==> config.mk <==
export PLATFORM = sky130hd
export DESIGN_NAME = reg_view_display
export DESIGN_NICKNAME = d
export VERILOG_FILES = /design/src/rtl/reg_view_display.sv
export SDC_FILE = /design/constraint.sdc
export NUM_CORES = 1
export LEC_CHECK = 0
export BUFFER_PORTS_ARGS = -buffer_cell sky130_fd_sc_hd__buf_2
export CORE_UTILIZATION = 40
export CTS_CLUSTER_SIZE = 24
export DETAILED_ROUTE_END_ITERATION = 7
export HOLD_SLACK_MARGIN = 0.08
export SKIP_LAST_GASP = 1
export SLEW_MARGIN = 10
export SYNTH_ARGS = -nofsm -noshare
export SYNTH_HDL_FRONTEND = slang
export SYNTH_SLANG_ARGS = --single-unit
export TNS_END_PERCENT = 30
==> constraint.sdc <==
create_clock -name clock -period 4.05 [get_ports clock]
set_input_delay 0 -clock clock [delete_from_list [all_inputs] [get_ports clock]]
set_output_delay 0 -clock clock [all_outputs]
set_load 0.05 [all_outputs]
==> src/rtl/reg_view_display.sv <==
// Register viewer: snapshots one of NUM_REGS registers (manual, auto-cycle or hold) and drives WIDTH/4 hex digits.
// Optional build macro REG_VIEW_BLANK_LEADING_EN blanks leading zero digits (digit 0 always lit).

module hex_to_sevenseg_decoder (
  input  logic [3:0] nibble,
  output logic [6:0] seg
);

  // Active-low glyph lookup, bit0 = segment a .. bit6 = segment g
  always_comb begin
    seg = 7'h7F;
    case (nibble)
      4'h0: seg = 7'h40;
      4'h1: seg = 7'h79;
      4'h2: seg = 7'h24;
      4'h3: seg = 7'h30;
      4'h4: seg = 7'h19;
      4'h5: seg = 7'h12;
      4'h6: seg = 7'h02;
      4'h7: seg = 7'h78;
      4'h8: seg = 7'h00;
      4'h9: seg = 7'h10;
      4'hA: seg = 7'h08;
      4'hB: seg = 7'h03;
      4'hC: seg = 7'h46;
      4'hD: seg = 7'h21;
      4'hE: seg = 7'h06;
      4'hF: seg = 7'h0E;
      default: seg = 7'h7F;
    endcase
  end

endmodule

module reg_view_display #(
  parameter int WIDTH    = 16,
  parameter int NUM_REGS = 9,
  parameter int SEL_W    = 4,
  parameter int DWELL    = 50_000_000
) (
  input  logic                      clock,
  input  logic                      reset,
  input  logic [NUM_REGS*WIDTH-1:0] regs_flat,
  input  logic [SEL_W-1:0]          sel,
  input  logic                      auto_en,
  input  logic                      freeze,
  output logic [WIDTH-1:0]          value,
  output logic [SEL_W-1:0]          cur_index,
  output logic [1:0]                state,
  output logic [(WIDTH/4)*7-1:0]    hex_flat
);

  localparam int DIGITS = WIDTH / 4;
  localparam int CNT_W  = (DWELL > 1) ? $clog2(DWELL) : 1;
  localparam logic [CNT_W-1:0] DWELL_LAST = CNT_W'(DWELL - 1);

  typedef enum logic [1:0] {
    ST_MANUAL = 2'b00,
    ST_AUTO   = 2'b01,
    ST_HOLD   = 2'b10
  } view_state_t;

  view_state_t      state_r;
  logic [SEL_W-1:0] idx_r;
  logic [WIDTH-1:0] value_r;
  logic [CNT_W-1:0] cnt_r;

  logic             sel_ok_s;
  logic [SEL_W-1:0] start_idx_s;
  logic [SEL_W-1:0] adv_idx_s;
  logic             dwell_end_s;

  // Indices at or beyond NUM_REGS read back as all ones
  function automatic logic [WIDTH-1:0] read_reg(input logic [SEL_W-1:0] idx);
    logic [WIDTH-1:0] res;
    res = {WIDTH{1'b1}};
    for (int i = 0; i < NUM_REGS; i++) begin
      res = ({1'b0, idx} == (SEL_W+1)'(i)) ? regs_flat[i*WIDTH +: WIDTH] : res;
    end
    return res;
  endfunction

  // Auto-mode entry index, wrap-around advance and dwell terminal count
  always_comb begin
    sel_ok_s    = ({1'b0, sel} < (SEL_W+1)'(NUM_REGS));
    start_idx_s = sel_ok_s ? sel : {SEL_W{1'b0}};
    adv_idx_s   = ({1'b0, idx_r} >= (SEL_W+1)'(NUM_REGS - 1)) ? {SEL_W{1'b0}}
                                                               : idx_r + SEL_W'(1);
    dwell_end_s = (cnt_r == DWELL_LAST);
  end

  // Viewer FSM: freeze beats auto_en beats manual; HOLD leaves every register untouched
  always_ff @(posedge clock) begin
    if (reset) begin
      state_r <= ST_MANUAL;
      idx_r   <= {SEL_W{1'b0}};
      value_r <= {WIDTH{1'b0}};
      cnt_r   <= {CNT_W{1'b0}};
    end else if (freeze) begin
      state_r <= ST_HOLD;
    end else if (auto_en) begin
      state_r <= ST_AUTO;
      case (state_r)
        ST_AUTO, ST_HOLD: begin
          // Leaving HOLD resumes the dwell count where it stopped
          if (dwell_end_s) begin
            cnt_r   <= {CNT_W{1'b0}};
            idx_r   <= adv_idx_s;
            value_r <= read_reg(adv_idx_s);
          end else begin
            cnt_r   <= cnt_r + CNT_W'(1);
            value_r <= read_reg(idx_r);
          end
        end
        default: begin
          cnt_r   <= {CNT_W{1'b0}};
          idx_r   <= start_idx_s;
          value_r <= read_reg(start_idx_s);
        end
      endcase
    end else begin
      state_r <= ST_MANUAL;
      idx_r   <= sel;
      value_r <= read_reg(sel);
      cnt_r   <= {CNT_W{1'b0}};
    end
  end

  assign value     = value_r;
  assign cur_index = idx_r;
  assign state     = state_r;

  for (genvar d = 0; d < DIGITS; d++) begin : g_digit
    logic [6:0] seg_s;

    hex_to_sevenseg_decoder u_dec (
      .nibble (value_r[d*4 +: 4]),
      .seg    (seg_s)
    );

`ifdef REG_VIEW_BLANK_LEADING_EN
    if (d == 0) begin : g_lsd
      assign hex_flat[6:0] = seg_s;
    end else begin : g_blank
      assign hex_flat[d*7 +: 7] = (~|value_r[WIDTH-1:d*4]) ? 7'h7F : seg_s;
    end
`else
    assign hex_flat[d*7 +: 7] = seg_s;
`endif
  end

endmodule

Word level (Yosys, flattened, before mapping)
Memories as Yosys holds them, arrays and structs flattened. A register that Yosys moved wholly into a read port is not among the register bits. Cells that the tools add are included.

Memories: 4. Output and inout bits: 50. Word-level logic and storage cells: 114. Bits of input ports: 152. Flip-flop bits (word level): 48. Latch bits: 0. ROM bits: 448. Memory bits (writable): 0.

Memories: (no name shown) (words 16, bits a word 7, read ports 1, clocked after memory_dff 1, wr ports 0, RTL line 12) `case (nibble)`; (no name shown) (words 16, bits a word 7, read ports 1, clocked after memory_dff 1, wr ports 0, RTL line 12); (no name shown) (words 16, bits a word 7, read ports 1, clocked after memory_dff 1, wr ports 0, RTL line 12); (no name shown) (words 16, bits a word 7, read ports 1, clocked after memory_dff 1, wr ports 0, RTL line 12).

$add $sub $neg: 2. Mux-type cells: 57. Reduce and logical (&&, ||, !) cells: 7. Bitwise operators: 1. Eq/ne operators: 36. Order comparisons: 2. Shift-type cells: 0. Div/mod/pow operators: 0. Multipliers: 0.

Operator list (number): 16-bit two-way mux (39); 26-bit two-way mux (3); 4-bit by 3-bit equality test with 1-bit output, second input constant (16); 4-bit two-way mux (13); 4-bit by 2-bit equality test with 1-bit output, second input constant (8); 26-bit by 1-bit adder with 26-bit output, second input constant (1); 26-bit equality test, second input constant (1); 4-bit by 1-bit equality test with 1-bit output, second input constant (4); 4-bit equality test, second input constant (4); 4-bit zero test (4); 4-bit by 1-bit adder with 4-bit output, second input constant (1); 4-bit greater-or-equal comparator, second input constant (1); 4-bit less-than comparator, second input constant (1); 2-bit OR reduction (2); 3-bit != test, second input constant (1); 2-bit by 1-bit equality test with 1-bit output, second input constant (1); 2-bit equality test, second input constant (1); 2-bit two-way mux (1); 2-bit AND reduction (1); 1-bit two-way mux (1); 1-bit NOT (1).

Depth between registers and ports, before layout
Word-level depth: 17. Mapped depth: 17. Mapped depth without buffers: 15.

Cells and area by module
A second synthesis with hierarchy kept.

Cell total of the unflattened synthesis: 1279. Area, all modules: 8974.9 um^2.

By module, submodules not included: reg_view_display (cells an instance 1151, area an instance 7873.8 um^2, times used 1, sequential area each 960.9 um^2); hex_to_sevenseg_decoder (cells an instance 32, area an instance 275.3 um^2, times used 4, sequential area each 0.0 um^2).

Worst setup path before layout
No wires, ideal clock.

Path type: flip-flop to flip-flop. Start: reg idx_r[1], in the netlist cur_index[1]. End: reg g_digit[2].u_dec.seg[3] (netlist name). Setup time: 0.134 ns. Data required time: 3.916 ns. Path slack: 0.060 ns. Period minus slack after synthesis: 3.990 ns. Cell stages (with the launch flop): 13. Arrival time: 3.856 ns. Path buffers: 2. Cells stage by stage: dfxtp_1 > inv_1 > ha_1 > buf_2 > or3b_1 > a211o_1 > buf_6 > o221a_1 > a222oi_1 > nor3_1 > o211a_1 > ha_1 > mux4_2.

Word-level cells in the longest chain between the ends: 17. Elaborated cells between the ends (all ways): 44. Classes of those cells: add/sub: 1; order compare: 1; eq/ne: 16; mux: 24; reduce/logical: 2.

Ends and longest elaborated chain: from (decl) (RTL line 64) `logic [SEL_W-1:0] idx_r;`; from (signal assigned) (RTL line 96) `idx_r <= {SEL_W{1'b0}};`; from (signal assigned) (RTL line 108) `idx_r <= adv_idx_s;`; from (signal assigned) (RTL line 117) `idx_r <= start_idx_s;`; 4-bit by 1-bit adder with 4-bit output or 4-bit greater-or-equal comparator (tied branches) (RTL line 88, 87); 4-bit two-way mux (RTL line 87) `adv_idx_s = ({1'b0, idx_r} >= (SEL_W+1)'(NUM_REGS - 1)) ? {SEL_W{1'b0}}`; 4-bit zero test (RTL line 78) `res = ({1'b0, idx} == (SEL_W+1)'(i)) ? regs_flat[i*WIDTH +: WIDTH] : res;`; 16-bit two-way mux (9 in a row) (RTL line 78); 16-bit two-way mux (*) (RTL line 106) `if (dwell_end_s) begin`; 16-bit two-way mux (*) (RTL line 103) `case (state_r)`; 16-bit two-way mux (*) (RTL line 101) `end else if (auto_en) begin`; 4-bit two-way mux (no line) (*) (2 in a row).

Every way passes the cells marked *; elsewhere a longest branch is shown, timed or not. A chain may end at the register's enable or synchronous reset.

Final worst setup path
Start: reg idx_r[0], in the netlist cur_index[0]. End: reg g_digit[1].u_dec.seg[0] (netlist name).

Word-level cells in the longest chain between the ends: 17. Elaborated cells between the ends (all ways): 44. Classes of those cells: add/sub: 1; order compare: 1; eq/ne: 16; mux: 24; reduce/logical: 2.

Ends and longest elaborated chain (RTL line): 4-bit by 1-bit adder with 4-bit output or 4-bit greater-or-equal comparator (tied branches) (88, 87); 4-bit two-way mux (87); 4-bit zero test (78); 16-bit two-way mux (9 in a row) (78); 16-bit two-way mux (*) (106); 16-bit two-way mux (*) (103); 16-bit two-way mux (*) (101); 4-bit two-way mux (no line) (*) (2 in a row).

Marked as above.

==> impl_metrics.ini <==
[route]
vias = 11600
wl_per_cell_um = 30.60
avgViaCountPerCell = 7.085
ant_nets = 0
drt_pass1_iterations = 7
drc = 0
wl_um = 50090
drt_iter0_drc = 1554

[timing]
hold_violations = 0
clock_skew_ps = 14.54
period_minus_slack_ps = 4045
holdWs_ps = 100.7
tightestPinTransition_ps = 1109
rsz0062_at_grt = yes
maxSlewHeadroom_pct = 25.53
maxSlewViolCount = 0
final_min_period_over_clock_period_pct = 99.87
setup_viol = 0
max_freq_ghz = 0.2472

[setup_path]
regToRegEndpoint = g_digit[1].u_dec.seg[0]
worst_ep_required_time_ps = 4300
reg2reg_from = cur_index[0]
critPathLaunchType = flip-flop
worst-r2r-cell-count = 15
worst-path-max-fanout = 10
end_kind = flip-flop
reg2reg_slack_ps = 5
arrival_ps = 4290
path_class = flip-flop to flip-flop

[yosys]
yosysSeqAreaShare_pct = 18.23
synthFlopType = dfxtp_1
synth_xor_area_share_pct = 1.979
synth_warnings = 0
synth_edf_count = 0
synth_top_area_cell = dfxtp_1
avgSynthCellArea_um2 = 7.413
synth-adder-area-share_pct = 4.347
synth_compound_area_share_pct = 38.69
synthSimpleGateAreaFrac_pct = 24.70
synthArstFlopShare_pct = 0
synth_top_family_by_area = compound AO/OA/AOI/OAI gates
mappedNetlistArea_mm2 = 0.008347
synthDistinctLibCells = 98
synthDominantCellAreaShare_pct = 18.23
synth_area_leaders = dfxtp_1, ha_1, nand2_1
synthMuxAreaShare_pct = 5.157
syn_inst = 1126
ys_seq_elements = 76
synth_nets = 1307

[global_route]
track_usage_pct = 45.58
grt_max_degree = 31
first_global_vias = 10920
grt_overflow_total = 0
grt_pass1_wl_um = 71940
antenna_found_initial = 1

[finish]
diodes = 0
nets = 1543
layout-drive-gt1-share_pct = 27.80
fin_area_mm2 = 0.01056
post-route-util_pct = 51.84
area_growth_pct = 26.49
fillers = 2082
final_common_cell = buf_2
final_cell_mix = buf_2, buf_4, nand2_1

[floorplan]
die_w_um = 146.5
ios = 202
coreArea_mm2 = 0.02036
die_y_um = 146.5
die_area_mm2 = 0.02145
start_util_pct = 40.99
num_rows = 52

[clocking]
clkLatencyLatePin_ps = 360
numCtsBuffers = 9
cts.clk_slew.worst_paths_ps = 70
cts_tree = built
cts-root-buf = clkbuf_16
post_cts_buffers = 0
clock_sinks = 76
h-tree-depth = 3
cts_buffer_depth = 2

[pwr]
powerDensity_mw_per_mm2 = 334.8
vdd_drop_max_uv = 224.8
leakage_uw = 0.004296
power.total_uw = 3535

[place]
dp_hpwl_um = 38400
numPortBuffers = 201
gp_congestion = 1.065
dpl_cell_area_mm2 = 0.01022

[min_path]
hold_end = value[8]
min_from = regs_flat[136]
min_path_cells = 4
hold_path.class = primary input to flip-flop

[job]
cap_violations = 0

[status]
run_status = finished clean
where the power goes:
| part | leakage, µW | switching (µW) | internal [µW] |
|---|---|---|---|
| logic | 0.00352 | 1170 | 572 |
| registers | 0.000625 | 41.8 | 831 |
| clock network | 0.000153 | 376 | 541 |
synth_stat cells (8+ instances only):
cell type / number
mux2_2: 8
and3_1: 13
nor2_1: 71
nand2_1: 95
inv_1: 35
nor3b_1: 11
o31ai_1: 19
a211oi_1: 18
clkbuf_1: 55
o221ai_1: 35
nand3_1: 37
o211a_1: 9
xnor2_1: 12
a21oi_1: 50
nor2b_1: 16
buf_2: 27
buf_1: 8
a31oi_1: 14
nor4b_1: 10
a221oi_1: 9
o21ai_0: 64
a22oi_1: 14
nand4_1: 8
mux2i_1: 28
ha_1: 29
or4_1: 8
o22ai_1: 49
a32oi_1: 14
or3_1: 9
nand2b_1: 17
nor3_1: 39
dfxtp_1: 76
o211ai_1: 25
layout make-up:
type	count	area, µm²	share of cell area [%]
clock buffers	10	229.0	2.169
clock inverters	6	86.33	0.8177
inverters	42	158.9	1.505
multi-input cells	913	6272	59.41
flip-flops and latches	76	1521	14.41
well taps	270	337.8	3.200
repair buffers	320	1952	18.49
through the flow:
stage / instances / setup TNS (ps) / setup slack (ps)
floorplan: 1126 / 0 / 59.85
global placement: 1620 / 0 / 264.1
detailed placement: 1620 / 0 / 235.8
CTS: 1637 / 0 / 194.8
global route: 1637 / -57.73 / -27.11
finish: 1637 / 0 / 5.342
sequential cells by signal, summed over array words and instances, names as in the netlist:
name and flops:
g_digit.u_dec.seg 28, cnt_r 26, cur_index 4, value 16, state 2
how the worst max path moves through the flow:
stage / start / end / slack, ps
after floorplan: cur_index[1] / g_digit[2].u_dec.seg[3] / 60
after global placement: cur_index[0] / g_digit[1].u_dec.seg[0] / 260
after detailed placement: cur_index[0] / g_digit[2].u_dec.seg[3] / 240
after CTS: cur_index[0] / g_digit[2].u_dec.seg[3] / 190
after global routing: cur_index[0] / g_digit[2].u_dec.seg[3] / -30
final: cur_index[0] / g_digit[1].u_dec.seg[0] / 5
critical path, cell delays in order, from the launching register on:
cell and delay [ps]:
dfxtp_1 420, buf_4 190, ha_1 490, nand2b_1 250
o221ai_1 130, a32oi_1 210, o221ai_1 140, and3_1 200
nor4_1 910, or2_2 290, inv_1 90, buf_4 140
ha_1 180, nor2_1 110, nand2_1 60, o211a_1 120
layer usage:
metal / wire length [µm] / global-route usage, %
met4: 3356 / 27.14
met3: 6432 / 12.56
met2: 20790 / 67.45
met5: 0 / 0
met1: 19500 / 58.80
cells by family after synthesis:
family,Yosys count
AO/OA/AOI/OAI,439
XOR/XNOR,18
adder cells (fa/ha/maj),29
buffers and inverters,137
flip-flops,76
multiplexers,39
AND/OR/NAND/NOR,388
repair_timing:
action,in CTS,in global routing
setup endpoints to repair,0,9
hold endpoints to repair,1,0
hold buffers,1,0
resized for setup,0,1
Note: power is estimated with default switching activity, not from simulation.
